<file path="src/rtl/pkt_tx_arbiter.sv">
// pkt_tx_arbiter: shares one outgoing packet buffer between two
// byte-stream writers, granting whole transactions and committing lengths.
module pkt_tx_arbiter #(
   parameter int AW      = 9,
   parameter int MAX_LEN = 511
) (
   input  logic          clk,
   input  logic          rst_n,
   input  logic          a_write,
   input  logic          a_strobe,
   input  logic [7:0]    a_data,
   output logic          a_success,
   input  logic          b_write,
   input  logic          b_strobe,
   input  logic [7:0]    b_data,
   output logic          b_success,
   output logic          buf_we,
   output logic [AW-1:0] buf_addr,
   output logic [7:0]    buf_data,
   output logic          buf_commit,
   output logic [AW-1:0] buf_len,
   input  logic          buf_release,
   output logic          busy,
   output logic [1:0]    owner
);

   typedef enum logic [1:0] {
      IDLE  = 2'b00,
      OWN_A = 2'b01,
      OWN_B = 2'b10
   } state_t;

   state_t        state;
   state_t        state_nxt;
   logic          full;
   logic [AW-1:0] count;
   logic          overflow;
   logic          rr;
   logic          a_write_d;
   logic          b_write_d;
   logic          a_armed;
   logic          b_armed;

   logic          a_start;
   logic          b_start;
   logic          idle_ok;
   logic          grant_a;
   logic          grant_b;
   logic          rej_a;
   logic          rej_b;
   logic          a_end;
   logic          b_end;
   logic          own_wr;
   logic [7:0]    own_data;
   logic          commit_ok;

   // A requester holding write through reset is not armed until it drops write.
   assign a_start   = a_write & ~a_write_d & a_armed;
   assign b_start   = b_write & ~b_write_d & b_armed;
   assign idle_ok   = (state == IDLE) & ~full;
   assign grant_a   = idle_ok & a_start & (~b_start | ~rr);
   assign grant_b   = idle_ok & b_start & (~a_start | rr);
   assign rej_a     = a_start & ~grant_a;
   assign rej_b     = b_start & ~grant_b;
   assign a_end     = (state == OWN_A) & ~a_write;
   assign b_end     = (state == OWN_B) & ~b_write;
   assign own_wr    = ((state == OWN_A) & a_write & a_strobe) |
                      ((state == OWN_B) & b_write & b_strobe);
   assign own_data  = (state == OWN_B) ? b_data : a_data;
   assign commit_ok = (a_end | b_end) & (count != '0) & ~overflow;

   // State register.
   always_ff @(posedge clk) begin
      if (!rst_n) state <= IDLE;
      else        state <= state_nxt;
   end

   // Next-state: grant whole transactions, return to IDLE on owner write fall.
   always_comb begin
      state_nxt = state;
      unique case (state)
         IDLE: begin
            if (grant_a)      state_nxt = OWN_A;
            else if (grant_b) state_nxt = OWN_B;
         end
         OWN_A:   if (!a_write) state_nxt = IDLE;
         OWN_B:   if (!b_write) state_nxt = IDLE;
         default: state_nxt = IDLE;
      endcase
   end

   // Status outputs derived from the state register and full flag.
   always_comb begin
      owner = state;
      busy  = (state != IDLE) | full;
   end

   // Datapath: byte writes, commit, full flag, success flags, rr pointer.
   always_ff @(posedge clk) begin
      if (!rst_n) begin
         a_write_d  <= 1'b0;
         b_write_d  <= 1'b0;
         a_armed    <= 1'b0;
         b_armed    <= 1'b0;
         full       <= 1'b0;
         count      <= '0;
         overflow   <= 1'b0;
         rr         <= 1'b0;
         a_success  <= 1'b0;
         b_success  <= 1'b0;
         buf_we     <= 1'b0;
         buf_addr   <= '0;
         buf_data   <= '0;
         buf_commit <= 1'b0;
         buf_len    <= '0;
      end else begin
         a_write_d  <= a_write;
         b_write_d  <= b_write;
         a_armed    <= a_armed | ~a_write;
         b_armed    <= b_armed | ~b_write;
         buf_we     <= 1'b0;
         buf_commit <= 1'b0;

         if (grant_a | grant_b) begin
            count    <= '0;
            overflow <= 1'b0;
         end

         if (idle_ok & a_start & b_start) rr <= ~rr;

         if (own_wr) begin
            if (count < AW'(MAX_LEN)) begin
               buf_we   <= 1'b1;
               buf_addr <= count;
               buf_data <= own_data;
               count    <= count + AW'(1);
            end else begin
               overflow <= 1'b1;
            end
         end

         if (commit_ok) begin
            buf_commit <= 1'b1;
            buf_len    <= count;
            full       <= 1'b1;
         end else if (buf_release) begin
            full <= 1'b0;
         end

         if (grant_a | rej_a) a_success <= 1'b0;
         else if (a_end)      a_success <= commit_ok;

         if (grant_b | rej_b) b_success <= 1'b0;
         else if (b_end)      b_success <= commit_ok;
      end
   end

endmodule

</file>
<file path="config.mk">
export PLATFORM = sky130hd
export DESIGN_NAME = pkt_tx_arbiter
export DESIGN_NICKNAME = d
export VERILOG_FILES = /design/src/rtl/pkt_tx_arbiter.sv
export SDC_FILE = /design/constraint.sdc
export NUM_CORES = 1
export LEC_CHECK = 0
export CORE_UTILIZATION = 30
export DETAILED_ROUTE_END_ITERATION = 7
export HOLD_SLACK_MARGIN = 0.12
export PLACE_DENSITY_LB_ADDON = 0.1
export SLEW_MARGIN = 10
export SYNTH_ARGS = -nofsm -noshare
export SYNTH_HDL_FRONTEND = slang
export SYNTH_SLANG_ARGS = --single-unit
</file>
<file path="constraint.sdc">
create_clock -name clk -period 1.8 [get_ports clk]
set_input_delay 0.54 -clock clk [delete_from_list [all_inputs] [get_ports clk]]
set_output_delay 0.54 -clock clk [all_outputs]
set_load 0.05 [all_outputs]
</file>
Yosys cells after proc, flatten, opt, wreduce, memory -nomap -nowiden --
Cells that the tools add are included.
Word-level totals: register bits after elaboration 48, output and inout bits 33
Operators by class: add/sub/neg operators 1, magnitude comparators 1, eq/ne operators 5, muxes and demuxes 16, bitwise gates (word level) 42, reductions and logical operators 9
Operators with widths (count):
- two-way mux 9 bit | 3
- AND 1 bit | 20
- inverter 1 bit | 12
- OR 1 bit | 10
- adder 9 x 1 -> 9 bit, second input constant | 1
- less-than comparator 9 bit, second input constant | 1
- nonzero test 9 bit | 1
- two-way mux 2 bit | 4
- two-way mux 8 bit | 1
- two-way mux 1 bit | 7
- one-hot mux 2 bit (3 select lines) | 1
- != test 2 bit, second input constant | 2
- AND reduction 2 bit | 2
- nonzero test 2 bit | 2
- OR reduction 2 bit | 2
- != test 3 bit, second input constant | 1
- AND reduction 3 bit | 1
- equality test 2 x 1 -> 1 bit, second input constant | 1
- equality test 2 bit, second input constant | 1
- logical NOT 2 bit | 1

Longest topological paths before layout --
Gate-level depths: netlist of the first run.
depth in word-level cells 10, gate-level depth with buffers 7, gate-level depth less buffers 6

Least setup slack after synthesis of the first run --
No wires, ideal clock.
path kind reg-to-reg, start point reg state[0] (netlist: owner[0]), end point reg buf_len[0], setup time 0.128 ns, data arrival time 1.940 ns, data required time 1.672 ns, setup slack -0.267 ns, cell stages (with the launch flop) 6, path through dfxtp_1 > or3b_4 > a221oi_2 > buf_6 > mux2i_1 > nor2_1
On the way: longest elaborated chain between the ends 5
Ends and longest elaborated chain:
- from (decl) | RTL line 33 | state_t state;
- from (signal assigned) | RTL line 75 | else state <= state_nxt;
- equality test 2 x 1 -> 1 bit or equality test 2 bit (tied branches) | RTL line 65, 66
- AND 1 bit, on equally long branches | RTL line 65, 66
- OR 1 bit (*) | RTL line 70 | assign commit_ok = (a_end | b_end) & (count != '0) & ~overflow;
- AND 1 bit (*) (2 in series) | RTL line 70
- to (signal assigned) | RTL line 144 | buf_len <= count;
- to (decl) | RTL line 21 | output logic [AW-1:0] buf_len,
Mark *: on every way between the ends. The rest lies on a longest branch, timed or not. A chain may end at the register's enable or synchronous reset.

Worst setup path in the final report of the first run --
start point reg state[0] (netlist: owner[0]), end point out busy
On the way: longest elaborated chain between the ends 2
Ends and longest elaborated chain:
- nonzero test 2 bit | RTL line 95 | busy = (state != IDLE) | full;
- OR 1 bit | RTL line 95
- to (decl) | RTL line 23 | output logic busy,
Every way passes these cells.

==> reports/results.ini, run 1 <==
[pwr]
seq_power_share_pct=50.5
leakage_uw=0.001415
power.switching_uw=590.8
switching_share_pct=27.04
clkPwrFrac_pct=30.7
p_int_uw=1594
p_total_uw=2185
power_frac_comb_pct=18.8
vdd_drop_max_uv=319.4
power_density_mw_per_mm2=651.0

[run_status]
run_status=finished clean

[sta]
skew_ns=0.007720
relSlewSlack_pct=65.88
finalSetupViolations=0
finalCritPeriodShare_pct=98.79
finalHoldViolCount=0
fmax_mhz=562.4
tightest_slew_ns=0.5118
slew_violations=0
tns_ns=0
grt_setup_unrepaired=yes
fin_crit_ns=1.778

[clock_network]
h-tree-depth=2
clkTransAtPathRegs_ns=0.09
clock_latency_ns=0.30
cts_inserted_buffers=5
cts_tree=done
cts-root-buf=clkbuf_8
cts.sinks=48
clk_path_buf_depth=2

[min_path]
worstHoldStart=b_success
hold_path_class=flop to flop
hold_depth=2

[floorplanning]
io_pins=56
die_h_microns=85.28
core_area_sq_mm=0.006531
initial_core_util_pct=31.86
die_area_sq_mm=0.007273
die-width_microns=85.28
rows=29

[synth]
synth-main-ff-cell=dfxtp_1
synth-seq-cells=48
syn_nets=250
ys_seq_area_share_pct=46.18
synth-edff-count=0
yosysUniqueCellTypes=49
syn_avg_cell_area_sq_um=9.248
synth_cells=225
syn_area_sq_mm=0.002081
yosysWarnings=0
synthArstFlopShare_pct=0

[worst_setup_path]
critPathKind=flop to output pin
cp_max_fo=6
worstReg2RegStart=owner[0]
arrival_ns=1.24
start_kind=flop
worstSetupEndpointType=output pin
worstSetupStartpoint=owner[0]
cp.required_ns=1.26
reg2regPathDepth=7

[routing]
viasPerCell=4.944
wl_per_cell_microns=14.58
drc=0
ant_nets=0
drt-total-wl_microns=5743
vias=1948
first_pass_iters=4
drt_first_iter_violations=115

[place]
gp_congestion=0.8270
port_buffers=55
dpl.hpwl_microns=3898

[flow_run]
drv_cap=0

[layout]
area.growth.synth_to_final_pct=61.33
drive_gt1_share_pct=33.44
nNetsFinal=341
antenna_cells=0

[grt]
grt_pass1_wl_microns=9080
antenna_found_initial=0
grt_overflow=0
grt_pass1_vias=1816
grt_max_degree=21
grt_use_total_pct=15.91

cell type report:
class | instances | area [sq um]
Sequential cell | 48 | 970.9
Clock buffer | 6 | 82.58
Inverter | 8 | 30.03
Clock inverter | 2 | 10.01
Fill cell | 628 | 3174
Multi-Input combinational cell | 153 | 1079
Timing Repair Buffer | 100 | 1089
Tap cell | 77 | 96.34
worst max-delay path: stages, from the launching register on:
cell,delay [ns]
dfxtp_4,0.37
or3_4,0.40
buf_6,0.16
state kept, by name, indices dropped and copies added, names as in the netlist:
signal,cells
buf_addr,9
b_success,1
buf_commit,1
owner,2
overflow,1
buf_data,8
rr,1
full,1
b_write_d,1
b_armed,1
count,9
buf_len,9
a_armed,1
a_write_d,1
buf_we,1
a_success,1
cell usage in the layout (no fill, tap or decap), drive strengths merged, types with 4 or more instances in the layout:
master          n
inv             7
nand2          14
nand2b          4
clkbuf          8
and2            5
dfxtp          48
mux2i          23
a21oi          13
a211oi          9
nand3           5
nor2           29
o21ai           7
buf            78
clkdlybuf4s50  18
routing by layer:
layer	vias to the layer above	share of wire, %	track usage, %	wire, microns
met3	7	5.0	3.794	288
met1	905	47	20.96	2704
met5	-	0	0	0
li1	983	-	-	-
met4	0	1.3	5.909	75
met2	53	47	25.37	2675
worst paths after layout:
path | to | slack (ns)
max | busy | 0.02
min | b_success | 0.47
max reg2reg | count[6] | 0.04
min reg2reg | b_success | 0.47
power by group through the flow:
stage          Clock (uW)  Sequential (uW)  Combinational (uW)
3_5_place_dp            0             1130                 363
6_report              670             1100                 411
4_1_cts               688             1110                 376
3_3_place_gp            0             1130                 361
2_1_floorplan           0             1180                 145
5_1_grt               737             1110                 439
cells in the mapped netlist (2+ instances only):
library cell  instances  area, sq um
a211oi_1              9        67.56
a21oi_1              13        65.06
a311oi_1              2        17.52
a31oi_1               3        18.77
and2_1                5        31.28
and4_1                2        17.52
buf_1                 2        7.510
buf_2                 4        20.02
clkbuf_1              8        30.03
dfxtp_1              48        960.9
ha_1                  2        25.02
inv_1                 7        26.28
mux2i_1              23        230.2
nand2_1              14        52.55
nand2b_1              4        25.02
nand3_1               5        25.02
nand3b_1              2        15.01
nand4_1               2        12.51
nand4b_1              2        17.52
nor2_1               29        108.9
nor2b_1               3        18.77
nor4_1                2        12.51
o21ai_0               6        30.03
o221a_2               2        22.52
or3_1                 2        12.51
what timing repair did:
item / in CTS / in global routing
endpoints found under the setup margin: 44 / 36
cloned: 2 / 1
gates resized for setup: 13 / 21
hold buffers: 0 / 0
setup buffers: 5 / 4
pin swaps: 4 / 7
cells by family after synthesis:
group	Yosys count	share of synthesized area [%]
adder cells (fa/ha/maj)	2	1.202
AO/OA/AOI/OAI	46	15.51
multiplexers	23	11.06
AND/OR/NAND/NOR	80	20.08
buffers and inverters	24	5.112
flip-flops	48	46.18
XOR/XNOR	2	0.8420
through the flow:
step / instance area, sq um / setup WS (ns) / hold slack [ns] / utilization (%) / instances
6_report: 3357 / 0.02184 / 0.4700 / 51.40 / 394
3_3_place_gp: 3050 / -0.6409 / 0.4478 / 46.71 / 375
5_1_grt: 3357 / -0.02404 / 0.4796 / 51.40 / 394
3_5_place_dp: 3050 / -0.6567 / 0.4602 / 46.71 / 375
2_1_floorplan: 2107 / 0.01348 / 0.4391 / - / 225
4_1_cts: 3238 / -0.03276 / 0.4736 / 49.58 / 390
No activity file was read; power rests on OpenSTA's default activity.
==> run 2, diff against run 1 <==
--- a/config.mk
+++ b/config.mk
@@ -5,6 +5,7 @@
 export SDC_FILE = /design/constraint.sdc
 export NUM_CORES = 1
 export LEC_CHECK = 0
+export CAP_MARGIN = 0
 export CORE_UTILIZATION = 30
 export DETAILED_ROUTE_END_ITERATION = 7
 export HOLD_SLACK_MARGIN = 0.12
==> results of run 2 <==
Same layout as run 1: the final DEF is identical, and so are final timing and power.
